[config.mk]
export PLATFORM = sky130hd
export DESIGN_NAME = serial_addsub_flat
export DESIGN_NICKNAME = d
export VERILOG_FILES = /design/src/rtl/serial_addsub_pkg.sv /design/src/rtl/serial_addsub_if.sv /design/src/rtl/serial_addsub_fas.sv /design/src/rtl/serial_addsub.sv /design/src/flat_wrapper.sv
export SDC_FILE = /design/constraint.sdc
export NUM_CORES = 1
export LEC_CHECK = 0
export CORE_UTILIZATION = 25
export CTS_BUF_LIST = sky130_fd_sc_hd__clkbuf_2
export CTS_CLUSTER_DIAMETER = 40
export DETAILED_ROUTE_END_ITERATION = 6
export GPL_TIMING_DRIVEN = 0
export PLACE_DENSITY = 0.52
export SLEW_MARGIN = 10
export SYNTH_ARGS = -nofsm -noshare
export SYNTH_HDL_FRONTEND = slang
export SYNTH_SLANG_ARGS = --single-unit
[constraint.sdc]
create_clock -name clk -period 1.4 [get_ports clk]
set_clock_uncertainty 0.05 [all_clocks]
set_input_delay 0.35 -clock clk [delete_from_list [all_inputs] [get_ports clk]]
set_output_delay 0.35 -clock clk [all_outputs]
set_load 0.05 [all_outputs]
[src/rtl/serial_addsub_pkg.sv]
// Shared types and constants for the bit-serial adder/subtractor.
package serial_addsub_pkg;

  localparam int SERIAL_ADDSUB_WIDTH_DEF = 8;

  typedef logic [1:0] state_t;

  localparam state_t IDLE  = 2'd0;
  localparam state_t SHIFT = 2'd1;
  localparam state_t DONE  = 2'd2;

endpackage

[src/rtl/serial_addsub_if.sv]
// Request/result bundle for serial_addsub; ovf exists only with SERIAL_ADDSUB_OVF_EN.
interface serial_addsub_if #(
  parameter int WIDTH = serial_addsub_pkg::SERIAL_ADDSUB_WIDTH_DEF
);

  logic             start;
  logic             sub;
  logic [WIDTH-1:0] a;
  logic [WIDTH-1:0] b;
  logic             busy;
  logic             done;
  logic [WIDTH-1:0] sum;
  logic             cout;
`ifdef SERIAL_ADDSUB_OVF_EN
  logic             ovf;

  modport master (output start, sub, a, b, input busy, done, sum, cout, ovf);
  modport slave  (input start, sub, a, b, output busy, done, sum, cout, ovf);
`else
  modport master (output start, sub, a, b, input busy, done, sum, cout);
  modport slave  (input start, sub, a, b, output busy, done, sum, cout);
`endif

endinterface

[src/rtl/serial_addsub_fas.sv]
// Single-bit full-adder cell: y1 = sum bit, y2 = carry out.
module fas (
  input  logic i1,
  input  logic i2,
  input  logic i3,
  output logic y1,
  output logic y2
);

  assign y1 = i1 ^ i2 ^ i3;
  assign y2 = (i1 & i2) | (i3 & (i1 ^ i2));

endmodule

[src/rtl/serial_addsub.sv]
// Bit-serial WIDTH-bit add/sub, LSB first, one fas cell per clock.
// Optional overflow output enabled by defining SERIAL_ADDSUB_OVF_EN.
module serial_addsub
  import serial_addsub_pkg::*;
#(
  parameter int WIDTH = SERIAL_ADDSUB_WIDTH_DEF
) (
  input logic           clk,
  input logic           rst,
  serial_addsub_if.slave bus
);

  localparam int CW = (WIDTH > 1) ? $clog2(WIDTH) : 1;

  state_t           state_q, state_d;
  logic [WIDTH-1:0] a_q, a_d;
  logic [WIDTH-1:0] b_q, b_d;
  logic [WIDTH-1:0] res_q, res_d;
  logic [WIDTH-1:0] sum_q, sum_d;
  logic             carry_q, carry_d;
  logic             cout_q, cout_d;
  logic [CW-1:0]    cnt_q, cnt_d;
  logic             y1, y2;
  logic             last_bit;
`ifdef SERIAL_ADDSUB_OVF_EN
  logic             ovf_q, ovf_d;
`endif

  fas u_fas (
    .i1 (a_q[0]),
    .i2 (b_q[0]),
    .i3 (carry_q),
    .y1 (y1),
    .y2 (y2)
  );

  assign last_bit = (cnt_q == CW'(WIDTH - 1));

  always_comb begin
    state_d = state_q;
    a_d     = a_q;
    b_d     = b_q;
    res_d   = res_q;
    sum_d   = sum_q;
    carry_d = carry_q;
    cout_d  = cout_q;
    cnt_d   = cnt_q;
`ifdef SERIAL_ADDSUB_OVF_EN
    ovf_d   = ovf_q;
`endif
    case (state_q)
      IDLE: begin
        if (bus.start) begin
          // subtraction as a + ~b + 1: invert b and seed the carry with 1
          a_d     = bus.a;
          b_d     = bus.b ^ {WIDTH{bus.sub}};
          carry_d = bus.sub;
          cnt_d   = '0;
          state_d = SHIFT;
        end
      end
      SHIFT: begin
        a_d     = a_q >> 1;
        b_d     = b_q >> 1;
        res_d   = {y1, res_q[WIDTH-1:1]};
        carry_d = y2;
        cnt_d   = cnt_q + CW'(1);
        if (last_bit) begin
          // publish on the same edge the final bit is produced
          sum_d   = {y1, res_q[WIDTH-1:1]};
          cout_d  = y2;
`ifdef SERIAL_ADDSUB_OVF_EN
          ovf_d   = carry_q ^ y2;
`endif
          state_d = DONE;
        end
      end
      DONE:    state_d = IDLE;
      default: state_d = IDLE;
    endcase
  end

  always_ff @(posedge clk) begin
    if (rst) begin
      state_q <= IDLE;
      a_q     <= '0;
      b_q     <= '0;
      res_q   <= '0;
      sum_q   <= '0;
      carry_q <= 1'b0;
      cout_q  <= 1'b0;
      cnt_q   <= '0;
`ifdef SERIAL_ADDSUB_OVF_EN
      ovf_q   <= 1'b0;
`endif
    end else begin
      state_q <= state_d;
      a_q     <= a_d;
      b_q     <= b_d;
      res_q   <= res_d;
      sum_q   <= sum_d;
      carry_q <= carry_d;
      cout_q  <= cout_d;
      cnt_q   <= cnt_d;
`ifdef SERIAL_ADDSUB_OVF_EN
      ovf_q   <= ovf_d;
`endif
    end
  end

  assign bus.busy = (state_q == SHIFT);
  assign bus.done = (state_q == DONE);
  assign bus.sum  = sum_q;
  assign bus.cout = cout_q;
`ifdef SERIAL_ADDSUB_OVF_EN
  assign bus.ovf  = ovf_q;
`endif

endmodule

[src/flat_wrapper.sv]
// flat-port wrapper written by rule: the top's interface ports become plain ports
module serial_addsub_flat import serial_addsub_pkg::*;
#(
  parameter int WIDTH = SERIAL_ADDSUB_WIDTH_DEF
)
  (clk, rst, bus_start, bus_sub, bus_a, bus_b, bus_busy, bus_done, bus_sum, bus_cout);
  serial_addsub_if #(.WIDTH(WIDTH)) bus_i ();
  input logic clk;
  input logic rst;
  input wire logic [$bits(bus_i.start)-1:0] bus_start;
  input wire logic [$bits(bus_i.sub)-1:0] bus_sub;
  input wire logic [$bits(bus_i.a)-1:0] bus_a;
  input wire logic [$bits(bus_i.b)-1:0] bus_b;
  output wire logic [$bits(bus_i.busy)-1:0] bus_busy;
  output wire logic [$bits(bus_i.done)-1:0] bus_done;
  output wire logic [$bits(bus_i.sum)-1:0] bus_sum;
  output wire logic [$bits(bus_i.cout)-1:0] bus_cout;
  assign bus_i.start = bus_start;
  assign bus_i.sub = bus_sub;
  assign bus_i.a = bus_a;
  assign bus_i.b = bus_b;
  assign bus_busy = bus_i.busy;
  assign bus_done = bus_i.done;
  assign bus_sum = bus_i.sum;
  assign bus_cout = bus_i.cout;
  serial_addsub #(.WIDTH(WIDTH)) u_core (.clk(clk), .rst(rst), .bus(bus_i));
endmodule
# Word level (Yosys, flattened, before mapping)

Index checks and enable logic that the tools add are counted.
Widths: inputs -> output; s select.

Output and inout bits: 11
Bits in registers: 39
Bits of input ports: 20
Word-level logic and storage cells: 36

Reductions and logical operators: 5
Equality and inequality tests: 5
Muxes and demuxes: 11
Add/subtract/negate cells: 1
Bitwise logic cells: 6

Operators by type and width:

| kind                | count |
|---|---|
| $pmux 8 s2          | 2 |
| $mux 8              | 2 |
| $xor 8x8->8         | 1 |
| $pmux 3 s2          | 1 |
| $reduce_and 2->1    | 3 |
| $mux 2              | 2 |
| $pmux 2 s2          | 1 |
| $add 3x1->3 const B | 1 |
| $eq 3x3->1 const B  | 1 |
| $mux 3              | 1 |
| $and 1x1->1         | 2 |
| $eq 2x1->1 const B  | 1 |
| $eq 2x2->1 const B  | 1 |
| $logic_not 2->1     | 1 |
| $ne 2x1->1 const B  | 1 |
| $ne 2x2->1 const B  | 1 |
| $pmux 1 s2          | 1 |
| $reduce_bool 2->1   | 1 |
| $xor 1x1->1         | 2 |
| $mux 1              | 1 |
| $or 1x1->1          | 1 |

# Depth between registers and ports, before layout

Gate-level depths: netlist (run 1).

Word-level depth: 4
Mapped depth: 7
Depth with buffers taken out: 5

# By module

Synthesis (run 1) repeated with hierarchy kept, for this count alone.

Cells, all modules: 178
Area, all modules: 1605.3 sq um

By module, submodules not included:

| module        | instances | sequential area each (sq um) | cells an instance | area an instance (sq um) |
|---|---|---|---|---|
| serial_addsub | 1         | 760.7                        | 177               | 1585.3 |
| fas           | 1         | 0.0                          | 1                 | 20.0 |

# Worst setup path before layout (run 1)

No wires, ideal clock.

Path kind: register to output
From: register u_core.state_q[1]
To: output bus_done
Path slack: -0.467 ns
Path buffers: 2
Data required time: 1.000 ns
Stages on the path, launching flop included: 4
Data arrival time: 1.467 ns
Path through: dfxtp_1 -> buf_2 -> clkbuf_1 -> nor2b_1

Word-level cells in the longest chain between the ends: 1

RTL lines:

| item                   | RTL line             | source |
|---|---|---|
| from (decl)            | serial_addsub.sv:15  | `state_t state_q, state_d;` |
| from (signal assigned) | serial_addsub.sv:97  | `state_q <= state_d;` |
| $eq 2x2->1             | serial_addsub.sv:112 | `assign bus.done = (state_q == DONE);` |
| to (decl)              | flat_wrapper.sv:15   | `output wire logic [$bits(bus_i.done)-1:0] bus_done;` |

No other way between the ends.

# Final worst setup path (run 1)

From: register u_core.state_q[1]
To: output bus_busy

Word-level cells in the longest chain between the ends: 1

RTL lines:

| item       | RTL line             | source |
|---|---|---|
| $eq 2x1->1 | serial_addsub.sv:111 | `assign bus.busy = (state_q == SHIFT);` |
| to (decl)  | flat_wrapper.sv:14   | `output wire logic [$bits(bus_i.busy)-1:0] bus_busy;` |

No other way between the ends.

==> results.toml, run 1 <==
[worst_setup_path]
crit_type = "reg -> out"
worstPathArrival_ns = 1.24
crit_required_ns = 1.00
worst_setup_path_end_kind = "primary output"
startpoint_type = "flop"
cp_max_fo = 4

[power]
vdd_ir_drop_max_mv = 0.322
p_per_area_nw_per_um2 = 945
p_total_w = 0.00220
p_leak_nw = 0.871

[sta]
min_period_ns = 1.64
final_hold_viol_count = 0
finalCritPeriodShare = 1.17
worst_pin_slew_ns = 0.609
drv_slew = 0
max_freq_mhz = 610
grt_setup_unrepaired = "yes"
fin_ws_ns = -0.239
setup_viol = 2
slew_headroom = 0.594

[route]
vias = 1454
first_pass_iters = 6
wl_per_cell_um = 12.6
avgViaCountPerCell = 4.72
wl_um = 3880
antenna_left = 0
drc = 0
drt_iter0_drc = 85

[layout]
drive_gt1_frac = 0.325
antennaDiodeCount = 0
final_nets = 253
syn2layout_area_growth_pct = 35.7

[status]
outcome = "finished with violations"
failed_checks = "negative setup slack"

[yosys]
yosysTopAreaCellShare = 0.443
ys_ff_latch = 38
synth_edf_count = 0
ys_types = 31
syn_area_um2 = 1720
ys_top_cells_by_area = "dfxtp_1 (44%), a21oi_1 (7.6%), nand2_1 (5.5%)"
synth_nets = 209
synth_cells = 186
async_flop_share = 0
yosys_warnings = 0
yosysSeqAreaShare = 0.443
synth_ff_type = "dfxtp_1"
syn_avg_cell_area_um2 = 9.23
synth_top_cell_by_area = "dfxtp_1"

[die]
start_util = 0.264
rows = 29
die_area_um2 = 7200
core_region_area_um2 = 6490
die_y_um = 84.9
die_w_um = 84.9
ios = 31

[min_path]
holdCritPathClass = "in -> reg"

[clock_network]
htreeDepth = 2
numCtsBuffers = 5
path_clk_slew_ns = 0.19
clk_latency_ns = 0.40
cts_buffer_depth = 2
clock-sinks = 38
cts_root_buffer = "clkbuf_2"
cts_tree = "built"

[grt]
first_global_vias = 1348
overflow = 0
grt_use_total = 0.115
antenna_found_initial = 0
grt_max_degree = 12
grt_pass1_wl_um = 6490

[placed_design]
dpl.hpwl_um = 2580
portBuffers = 29
post-place-ws_ns = -0.827
gp_congestion = 0.694

[run]
cap_violations = 0
state kept, by name, summed over array words and instances, names as in the netlist:
signal and flops:
u_core.a_q 8, u_core.b_q 8, u_core.bus.cout 1, u_core.bus.sum 8, u_core.carry_q 1, u_core.cnt_q 3
u_core.res_q 7, u_core.state_q 2
placed cells by master, fill, tap and decap left out, types with 3 or more instances in the layout:
| cell type | count |
|---|---|
| nand2_1 | 25 |
| nor2_1 | 8 |
| o221a_2 | 8 |
| o22ai_2 | 7 |
| clkbuf_2 | 9 |
| a21oi_1 | 26 |
| xnor2_1 | 7 |
| dfxtp_2 | 7 |
| dfxtp_1 | 29 |
| inv_1 | 9 |
| a22oi_2 | 7 |
| a22oi_1 | 3 |
| a2bb2oi_1 | 6 |
| buf_6 | 10 |
| clkdlybuf4s50_1 | 17 |
| buf_4 | 14 |
| nand3_1 | 9 |
worst paths after layout:
check / from / to / slack (ns) / depth (start not counted)
worst max register to register: u_core.state_q[1]$_SDFFE_PP0P_ / u_core.a_q[0]$_SDFFE_PP0P_ / 0.05 / 5
worst min-delay path: bus_sub / u_core.b_q[6]$_SDFFE_PP0P_ / 0.36 / 3
worst max-delay path: u_core.state_q[1]$_SDFFE_PP0P_ / bus_busy / -0.24 / 4
worst min register to register: u_core.res_q[5]$_SDFFE_PP0P_ / u_core.res_q[4]$_SDFFE_PP0P_ / 0.42 / 2
cell type report:
cell class | instances | area (um2)
Fill cell | 660 | 4170
Buffer | 12 | 90.1
Inverter | 10 | 45.0
Tap cell | 77 | 96.3
Sequential cell | 38 | 777
Clock inverter | 1 | 30.0
Timing Repair Buffer | 40 | 382
Clock buffer | 7 | 35.0
Multi-Input combinational cell | 123 | 875
metrics by stage:
| step | instance area, um2 | std cells | setup TNS (ns) | utilization | hold slack, ns |
|---|---|---|---|---|---|
| floorplan | 1730 | 186 | 0 | - | 0.387 |
| global placement | 2110 | 292 | -19.28 | 0.325 | 0.394 |
| detailed placement | 2110 | 292 | -19.15 | 0.325 | 0.396 |
| CTS | 2270 | 309 | -0.555 | 0.350 | 0.350 |
| global route | 2330 | 308 | -0.573 | 0.359 | 0.344 |
| finish | 2330 | 308 | -0.453 | 0.359 | 0.358 |
cell usage after synthesis, types with 6 or more instances:
master / count
dfxtp_1: 38
inv_1: 9
o221a_2: 8
o22ai_2: 7
nor2_1: 8
nand2_1: 25
a22oi_1: 10
a2bb2oi_1: 6
a21oi_1: 26
xnor2_1: 7
nand3_1: 9
clkbuf_1: 6
worst max-delay path, cell delays in order (launching register included):
cell      delay, ns
dfxtp_4        0.40
nand2b_4       0.15
inv_8          0.03
buf_8          0.11
buf_8          0.14
where the power goes:
| part | total, W | switching, W | internal, W |
|---|---|---|---|
| logic | 0.000349 | 0.000167 | 0.000182 |
| registers | 0.00117 | 0.0000396 | 0.00113 |
| clock network | 0.000683 | 0.000364 | 0.000318 |
repair_timing:
action                                  4_1_cts  5_1_grt
hold buffers                                  0        0
gates resized for setup                      84       24
pin swaps                                     0        0
endpoints found under the setup margin       37       19
buffers inserted                             10        1
routing by layer:
| metal | GRT usage | wire length, um | vias up |
|---|---|---|---|
| met3 | 0.0282 | 153 | 7 |
| met4 | 0.0508 | 78 | 0 |
| met1 | 0.156 | 1920 | 671 |
| met5 | 0 | 0 | - |
| met2 | 0.175 | 1730 | 30 |
| li1 | - | - | 746 |
cells by family after synthesis:
kind of cell	count (synthesis)	synth area share
mux	1	0.00583
simple gates	49	0.130
fa+ha+maj	3	0.0262
compound gates	62	0.275
xor+xnor	8	0.0408
flops	38	0.443
buf+inv	25	0.0794
(Power assumes the default switching activity.)
==> run 2: changes to the inputs <==
- clock period: 1.4 -> 2 ns (I/O delays scaled with it)
==> run 2 against run 1 <==
  * Register-to-register slack improved by 0.40 ns
  * Worst hold slack improved by 0.060 ns
  * Sequential cell count unchanged
  * The run now ends clean
  * Cell count decreased by 2.6%
  * Die area is the same
  * Combinational power fell by 34%
  * Utilization fell by 2.6 points
  * Largest cell class unchanged
  * Critical endpoint is now bus_done
==> results.toml, run 2 (same netlist as run 1, synthesis figures left out) <==
[grt]
antenna_found_initial = 0
grt_pass1_wl_um = 6650
first_global_vias = 1390
grt_max_degree = 18
grt_use_total = 0.118
overflow = 0

[sta]
worst_pin_slew_ns = 0.609
min_period_ns = 1.92
finalCritPeriodShare = 0.960
hold_ws_ns = 0.418
final_hold_viol_count = 0
drv_slew = 0
max_freq_mhz = 521
fin_ws_ns = 0.0804
grt_setup_unrepaired = "yes"
setup_viol = 0
slew_headroom = 0.594

[clock_network]
cts_tree = "built"
cts_buffer_depth = 2
clock-sinks = 38
htreeDepth = 2
ctsHoldBuffers = 0
cts_root_buffer = "clkbuf_2"
clk_latency_ns = 0.41
path_clk_slew_ns = 0.21
numCtsBuffers = 5

[layout]
drive_gt1_frac = 0.166
final_common_cell = "dfxtp_1"
syn2layout_area_growth_pct = 25.9
antennaDiodeCount = 0
layout_common_cells = "dfxtp_1 (37), a21oi_1 (26), nand2_1 (25)"
final_nets = 245

[route]
wl_um = 3960
avgViaCountPerCell = 4.73
wl_per_cell_um = 13.2
antenna_left = 0
drc = 0
vias = 1420
drt_iter0_drc = 67
first_pass_iters = 6

[worst_setup_path]
startpoint_type = "flop"
crit_chain = "buf_6 > clkbuf_8 > nor2b_2 > buf_6"
cp_max_fo = 10
crit_required_ns = 1.45
critPathMaxStageDelay_ns = 0.36
worst_setup_path_end_kind = "primary output"
cp-startpoint = "u_core.state_q[1]$_SDFFE_PP0P_"
crit_type = "reg -> out"
critPathSlowestCell = "dfxtp_2"
worstPathArrival_ns = 1.37
r2r-start = "u_core.state_q[1]$_SDFFE_PP0P_"
cp_num_buf_inv = 3
path_delay_family = "buffers and inverters"
critPathMostFrequentCell = "buf_6"

[placed_design]
gp_congestion = 0.709
dpl.hpwl_um = 2650
post-place-ws_ns = -0.447
portBuffers = 29

[run]
cap_violations = 0

[die]
core_region_area_um2 = 6490
rows = 29
die_w_um = 84.9
die_y_um = 84.9
die_area_um2 = 7200
ios = 31
start_util = 0.264

[power]
p_leak_nw = 0.816
vdd_ir_drop_max_mv = 0.224
p_per_area_nw_per_um2 = 647

[status]
outcome = "finished, final reports clean"

[min_path]
min_from = "u_core.bus.sum[1]$_SDFFE_PP0P_"
holdCritPathClass = "reg -> reg"
## run 2: cell type report
cell class	count	area [um2]
sequential	38	762
tap	77	96.3
clock inverter	3	16.3
inverter	10	45.0
buffer	14	103
multi-input combinational	123	822
clock buffer	5	25.0
fill	692	4330
timing repair buffer	30	293
## run 2: report_power, final
| group | switching, W | internal (W) | total (W) |
|---|---|---|---|
| Sequential | 0.0000237 | 0.000792 | 0.000816 |
| Combinational | 0.000113 | 0.000116 | 0.000230 |
| Clock | 0.000273 | 0.0000797 | 0.000352 |
## run 2: stage by stage
stage	instances	util	power [W]	area (um2)	setup TNS [ns]
finish	300	0.333	0.00140	2160	0
global route	300	0.333	0.00147	2160	-0.000478
CTS	300	0.332	0.00141	2150	0
detailed placement	292	0.324	0.00106	2110	-3.18
global placement	292	0.324	0.00106	2110	-3.23
floorplan	186	-	0.000978	1720	0
## run 2: repair_timing
item,4_1_cts,5_1_grt
gates resized for setup,29,3
setup buffers,1,0
endpoints found under the setup margin,11,2
hold endpoints to repair,0,0
## run 2: final timing paths
| check | to | slack [ns] | depth (start not counted) |
|---|---|---|---|
| max | bus_done | 0.08 | 4 |
| min | u_core.bus.sum[1]$_SDFFE_PP0P_ | 0.42 | 2 |
| max reg2reg | u_core.bus.sum[7]$_SDFFE_PP0P_ | 0.45 | 8 |
| min reg2reg | u_core.bus.sum[1]$_SDFFE_PP0P_ | 0.42 | 2 |
## run 2: routing by layer
layer | GRT usage | up-vias | wire length [um]
met5 | 0 | - | 0
met4 | 0.0416 | 0 | 49
met3 | 0.0331 | 6 | 152
met2 | 0.176 | 31 | 1740
met1 | 0.162 | 652 | 2020
li1 | - | 731 | -
## run 2: worst reg2reg max path, stage by stage (launching register included)
cell and delay (ns):
dfxtp_2 0.36, buf_6 0.13, nand2b_1 0.15, buf_6 0.15, inv_8 0.06, buf_4 0.22
buf_6 0.18, nand3_1 0.09, a21oi_1 0.13
